## config.mk

```make
export PLATFORM = sky130hd
export DESIGN_NAME = miai_1bit_alu
export DESIGN_NICKNAME = d
export VERILOG_FILES = /design/src/rtl/miai_1bit_alu.sv
export SDC_FILE = /design/constraint.sdc
export NUM_CORES = 1
export LEC_CHECK = 0
export ABC_AREA = 1
export CAP_MARGIN = 20
export CORE_MARGIN = 2
export CORE_UTILIZATION = 36
export CTS_CLUSTER_DIAMETER = 120
export CTS_CLUSTER_SIZE = 28
export DETAILED_ROUTE_END_ITERATION = 16
export PLACE_DENSITY = 0.78
export SLEW_MARGIN = 15
export SYNTH_ARGS = -nofsm -noshare
export SYNTH_HDL_FRONTEND = slang
export SYNTH_SLANG_ARGS = --single-unit
```

## constraint.sdc

```tcl
create_clock -name clk -period 1.5 [get_ports clk]
set_input_delay 0.3 -clock clk [delete_from_list [all_inputs] [get_ports clk]]
set_output_delay 0.3 -clock clk [all_outputs]
set_load 0.02 [all_outputs]
```

## src/rtl/miai_1bit_alu.sv

```systemverilog
// miai_1bit_alu: bit-serial 1-bit ALU for the TinyTapeout user-project wrapper.
// One strobed cycle computes one result bit of an 8-op function of A, B and a carry
// in. A carry register supports multi-bit serial chaining. An 8-bit result
// history is shown on the bidirectional pins.
//
// Ports:
//   clk     - system clock, rising edge
//   rst_n   - asynchronous active-low reset
//   ena     - design selected; state updates only when high
//   ui_in   - [0]=A [1]=B [2]=ext cin [5:3]=op [6]=use stored carry [7]=strobe
//   uo_out  - {cnt, hist zero, hist parity, valid, carry, result}
//   uio_in  - unused
//   uio_out - result history shift register
//   uio_oe  - constant all-ones (uio pins are outputs)
module miai_1bit_alu (
  input  logic       clk,
  input  logic       rst_n,
  input  logic       ena,
  input  logic [7:0] ui_in,
  output logic [7:0] uo_out,
  input  logic [7:0] uio_in,
  output logic [7:0] uio_out,
  output logic [7:0] uio_oe
);

  typedef enum logic [2:0] {
    OpAnd  = 3'b000,
    OpOr   = 3'b001,
    OpXor  = 3'b010,
    OpNot  = 3'b011,
    OpAdd  = 3'b100,
    OpSub  = 3'b101,
    OpNand = 3'b110,
    OpNor  = 3'b111
  } alu_op_e;

  logic       a, b, cin, strobe, upd;
  alu_op_e    op;
  logic [1:0] sum;
  logic       r, co;

  logic       res_q, res_d;
  logic       carry_q, carry_d;
  logic       valid_q, valid_d;
  logic [7:0] hist_q, hist_d;
  logic [2:0] cnt_q, cnt_d;

  // Input pins are consumed by design; uio_in is intentionally ignored.
  logic unused_uio;
  assign unused_uio = ^uio_in;

  assign a      = ui_in[0];
  assign b      = ui_in[1];
  assign op     = alu_op_e'(ui_in[5:3]);
  assign strobe = ui_in[7];
  assign cin    = ui_in[6] ? carry_q : ui_in[2];
  assign upd    = ena & strobe;

  always_comb begin
    sum = 2'b00;
    r   = 1'b0;
    co  = 1'b0;
    unique case (op)
      OpAnd:  r = a & b;
      OpOr:   r = a | b;
      OpXor:  r = a ^ b;
      OpNot:  r = ~a;
      OpAdd: begin
        sum = {1'b0, a} + {1'b0, b} + {1'b0, cin};
        {co, r} = sum;
      end
      // Subtract as A + ~B + cin: cin=1 means no borrow in, co=0 means borrow out.
      OpSub: begin
        sum = {1'b0, a} + {1'b0, ~b} + {1'b0, cin};
        {co, r} = sum;
      end
      OpNand: r = ~(a & b);
      OpNor:  r = ~(a | b);
      default: begin
        r  = 1'b0;
        co = 1'b0;
      end
    endcase
  end

  always_comb begin
    res_d   = res_q;
    carry_d = carry_q;
    hist_d  = hist_q;
    cnt_d   = cnt_q;
    valid_d = upd;
    if (upd) begin
      res_d   = r;
      carry_d = co;
      hist_d  = {hist_q[6:0], r};
      cnt_d   = cnt_q + 3'd1;
    end
  end

  always_ff @(posedge clk or negedge rst_n) begin
    if (!rst_n) begin
      res_q   <= 1'b0;
      carry_q <= 1'b0;
      valid_q <= 1'b0;
      hist_q  <= 8'h00;
      cnt_q   <= 3'd0;
    end else begin
      res_q   <= res_d;
      carry_q <= carry_d;
      valid_q <= valid_d;
      hist_q  <= hist_d;
      cnt_q   <= cnt_d;
    end
  end

  assign uo_out  = {cnt_q, ~|hist_q, ^hist_q, valid_q, carry_q, res_q};
  assign uio_out = hist_q;
  assign uio_oe  = 8'hFF;

endmodule

```

==> qor.csv <==
stage;metric;value;unit
logic_synthesis;Post-Synth XOR/XNOR Area;0.0494;
status;result of the run;complete, but fails checks;
placed_design;detailed placer's ending HPWL;1520;um
clock_tree;H-tree depth;1;
power_and_ir_drop;power density normalized to cell area;1380;mW/mm2
drt;Total Wirelength;2020;um
clock_tree;sink count of the clock tree;13;
sta;number of failing hold endpoints at the final stage;0;
final_layout;final net count;182;
final_layout;fillcell total;197;
drt;DR DRC count;0;
sta;final total negative setup slack;-0.250;ns
grt;gr usage total;0.151;
setup_path;required time worst endpoint;1.20;ns
setup_path;delay-heaviest family, CP;flip-flops;
grt;first-pass GRT wire length;3080;um
grt;Remaining Overflow, GRT;0;
placed_design;number of port buffers;26;
power_and_ir_drop;static leakage;0.724;nW
min_path;type of the most critical hold path;in2async;
setup_path;type of the worst setup path;reg2out;
die;die outline width;53.6;um
logic_synthesis;share of synthesized cell area in and, or, nand and nor gates;0.185;
drt;vias after detailed routing;774;
logic_synthesis;Post-Syn Instances;106;
final_layout;Synth-to-Final Area Change;59.2;%
sta;unrepaired setup endpoints after global routing;true;
logic_synthesis;complex-gate fraction of the synthesized area;0.0607;
setup_path;critical path peak fanout;2;
die;Die ar.;0.00287;mm2
drt;detailed-route vias per instance;4.28;
setup_path;Slowest-stage cell, CP;dfrtp_2;
logic_synthesis;average cell area after synthesis;8.36;um2
sta;Worst Slack Setup Final;-0.248;ns
logic_synthesis;number of distinct library cells after synthesis;22;
status;failing checks;setup timing;
final_layout;share of post-route cells with drive strength above 1;0.425;
setup_path;Crit path largest cell delay;0.42;ns
clock_tree;CTS buffer count;3;
setup_path;count of cells along the worst register-to-register path;9;
final_layout;sequential cell area in the final layout;334;um2
placed_design;worst setup slack before clock tree synthesis;-0.500;ns
logic_synthesis;part of the Yosys area used for sequential elements;0.367;
clock_tree;CTS tree;built;
sta;Fin Clk Skew;0.00291;ns
setup_path;cells along the critical path;inv_2, ha_4, xnor2_4, xnor2_2, buf_4;
clock_tree;buffer levels on the longest clock path;2;
die;vertical die dimension;53.6;um
setup_path;type of destination of the critical path;output pin;
die;Initial Utilization;0.389;
grt;maximum number of pins on one net before global-route repair;14;
clock_tree;buffer cell driving the clock tree root;clkbuf_4;
logic_synthesis;Mapped Area;886;um2
sta;final critical-path required period;1.75;ns
grt;number of global-route vias before repair;744;
sta;f_max;572;MHz
drt;DRT Pass-1 Iters;2;
setup_path;sum of buffers and inverters on the critical path;2;
grt;number of antenna violations at the first check in global routing;0;
sta;number of max-slew violations in the final report;0;
drt;post-route ant nets;0;
sta;fin crit share;1.17;
drt;WL per Instance;11.1;um
logic_synthesis;#FFs+latches synth;13;
logic_synthesis;main combinational cell family by area after synthesis;buffers and inverters;
die;# IOs;43;
sta;Setup violations, final;2;
placed_design;RD Place Congestion;0.710;
logic_synthesis;proportion of synthesized area in mux cells;0;
drt;drt first-iter violations;1;
clock_tree;later-pin clock latency in the skew report;0.27;ns
power_and_ir_drop;Worst IR Drop VDD;0.00120;V
setup_path;Arrival @ worst endpoint;1.45;ns
logic_synthesis;adder and majority cell fraction of the synthesized area;0.144;
logic_synthesis;Synth Warn #;0;
final_layout;Antenna Cells;0;
die;row count;17;
die;core area;0.00228;mm2
final_layout;area of combinational cells with multiple inputs;534;um2
setup_path;sort of element at the start of the critical path;flip-flop;
clock_tree;clock transition at the registers of the reported paths;0.08;ns
setup_path;number of cells on the critical path;5;
run;max-cap check violation count;0;
-- placed cells by master (no fill, tap or decap) --
master / n
dfrtp_1: 6
buf_6: 1
xnor2_4: 1
inv_2: 10
inv_4: 1
nand2_2: 4
nor2_1: 5
nand2_4: 1
xnor2_2: 1
nor2_4: 1
nor2_2: 1
dlymetal6s2s_1: 1
fa_2: 1
dfrtp_2: 7
xnor2_1: 2
nand4_1: 1
o21ai_1: 8
conb_1: 8
a21oi_4: 1
ha_1: 3
fa_1: 1
ha_4: 4
nand2_1: 22
nand3_1: 2
inv_1: 6
dlygate4sd2_1: 17
clkbuf_4: 3
clkdlybuf4s50_1: 6
a21oi_2: 1
xor2_2: 1
nand3_2: 1
clkinv_2: 1
buf_4: 24
-- logic make-up (layout without fill, tap and decap cells) --
family                   Yosys count  in the layout
AND/OR/NAND/NOR                   38             38
buffers and inverters             30             70
flip-flops                        13             13
AO/OA/AOI/OAI                     10             10
adder cells (fa/ha/maj)            9              9
XOR/XNOR                           5              5
other                              1              8
-- report_power, final --
part / switching [mW] / internal (mW)
sequential: 0.0675 / 0.445
combinational: 0.591 / 0.622
clock: 0.117 / 0.0988
-- timing repair --
action,CTS,global route
gates resized for setup,37,12
pin swaps,7,8
hold buffers,0,0
setup endpoints to repair,17,5
buffers inserted,4,2
-- cell usage after synthesis --
cell,number,share of area
a21oi_1,1,0.0056
a21oi_2,1,0.0099
buf_4,12,0.10
buf_6,1,0.013
conb_1,1,0.0042
dfrtp_1,13,0.37
fa_1,2,0.045
ha_1,7,0.099
inv_1,15,0.064
inv_2,1,0.0042
inv_4,1,0.0071
nand2_1,24,0.10
nand2_2,3,0.021
nand3_1,2,0.011
nand3_2,1,0.011
nand4_1,1,0.0071
nor2_1,6,0.025
nor2_2,1,0.0071
o21ai_0,1,0.0056
o21ai_1,7,0.040
xnor2_1,4,0.040
xor2_1,1,0.0099
-- area by class of cell --
class | instances | share of cell area
Clock buffer | 3 | 0.0160
Timing Repair Buffer | 49 | 0.293
Clock inverter | 1 | 0.00355
Multi-Input combinational cell | 70 | 0.379
Sequential cell | 13 | 0.237
Tap cell | 28 | 0.0248
Inverter | 17 | 0.0470
-- state kept, by name, indices dropped and copies added (netlist names) --
| name | flops |
|---|---|
| cnt_q | 3 |
| carry_q | 1 |
| valid_q | 1 |
| uio_out | 8 |
-- per-layer routing --
layer / wire [um] / global-route usage / up-vias / part of all wire
met2: 1110 / 0.300 / 24 / 0.55
met4: 14 / 0.0641 / 0 / 0.0069
met1: 785 / 0.158 / 351 / 0.39
met3: 100 / 0.0167 / 2 / 0.050
li1: - / - / 397 / -
met5: 0 / 0 / - / 0
-- through the flow --
stage | area [um2] | instances | util | hold WS [ns] | power (mW)
after floorplan | 961 | 113 | - | 0.00441 | 1.13
after detailed placement | 1280 | 171 | 0.563 | 0.466 | 1.58
after global routing | 1410 | 181 | 0.620 | 0.343 | 2.07
after global placement | 1280 | 171 | 0.563 | 0.466 | 1.55
final | 1410 | 181 | 0.620 | 0.332 | 1.94
after CTS | 1360 | 179 | 0.597 | 0.345 | 1.86
-- final timing paths --
path / end / start / slack (ns)
max: uo_out[3] / uio_out[7]$_DFFE_PN0P_ / -0.25
min reg2reg: cnt_q[2]$_DFFE_PN0P_ / cnt_q[2]$_DFFE_PN0P_ / 0.47
max in group asynchronous: uio_out[7]$_DFFE_PN0P_ / rst_n / 0.99
max reg2reg: uio_out[0]$_DFFE_PN0P_ / carry_q$_DFFE_PN0P_ / 0
min: uio_out[3]$_DFFE_PN0P_ / rst_n / 0.33
min in group clk: cnt_q[2]$_DFFE_PN0P_ / cnt_q[2]$_DFFE_PN0P_ / 0.47
Power figures use the tool's default switching activity.
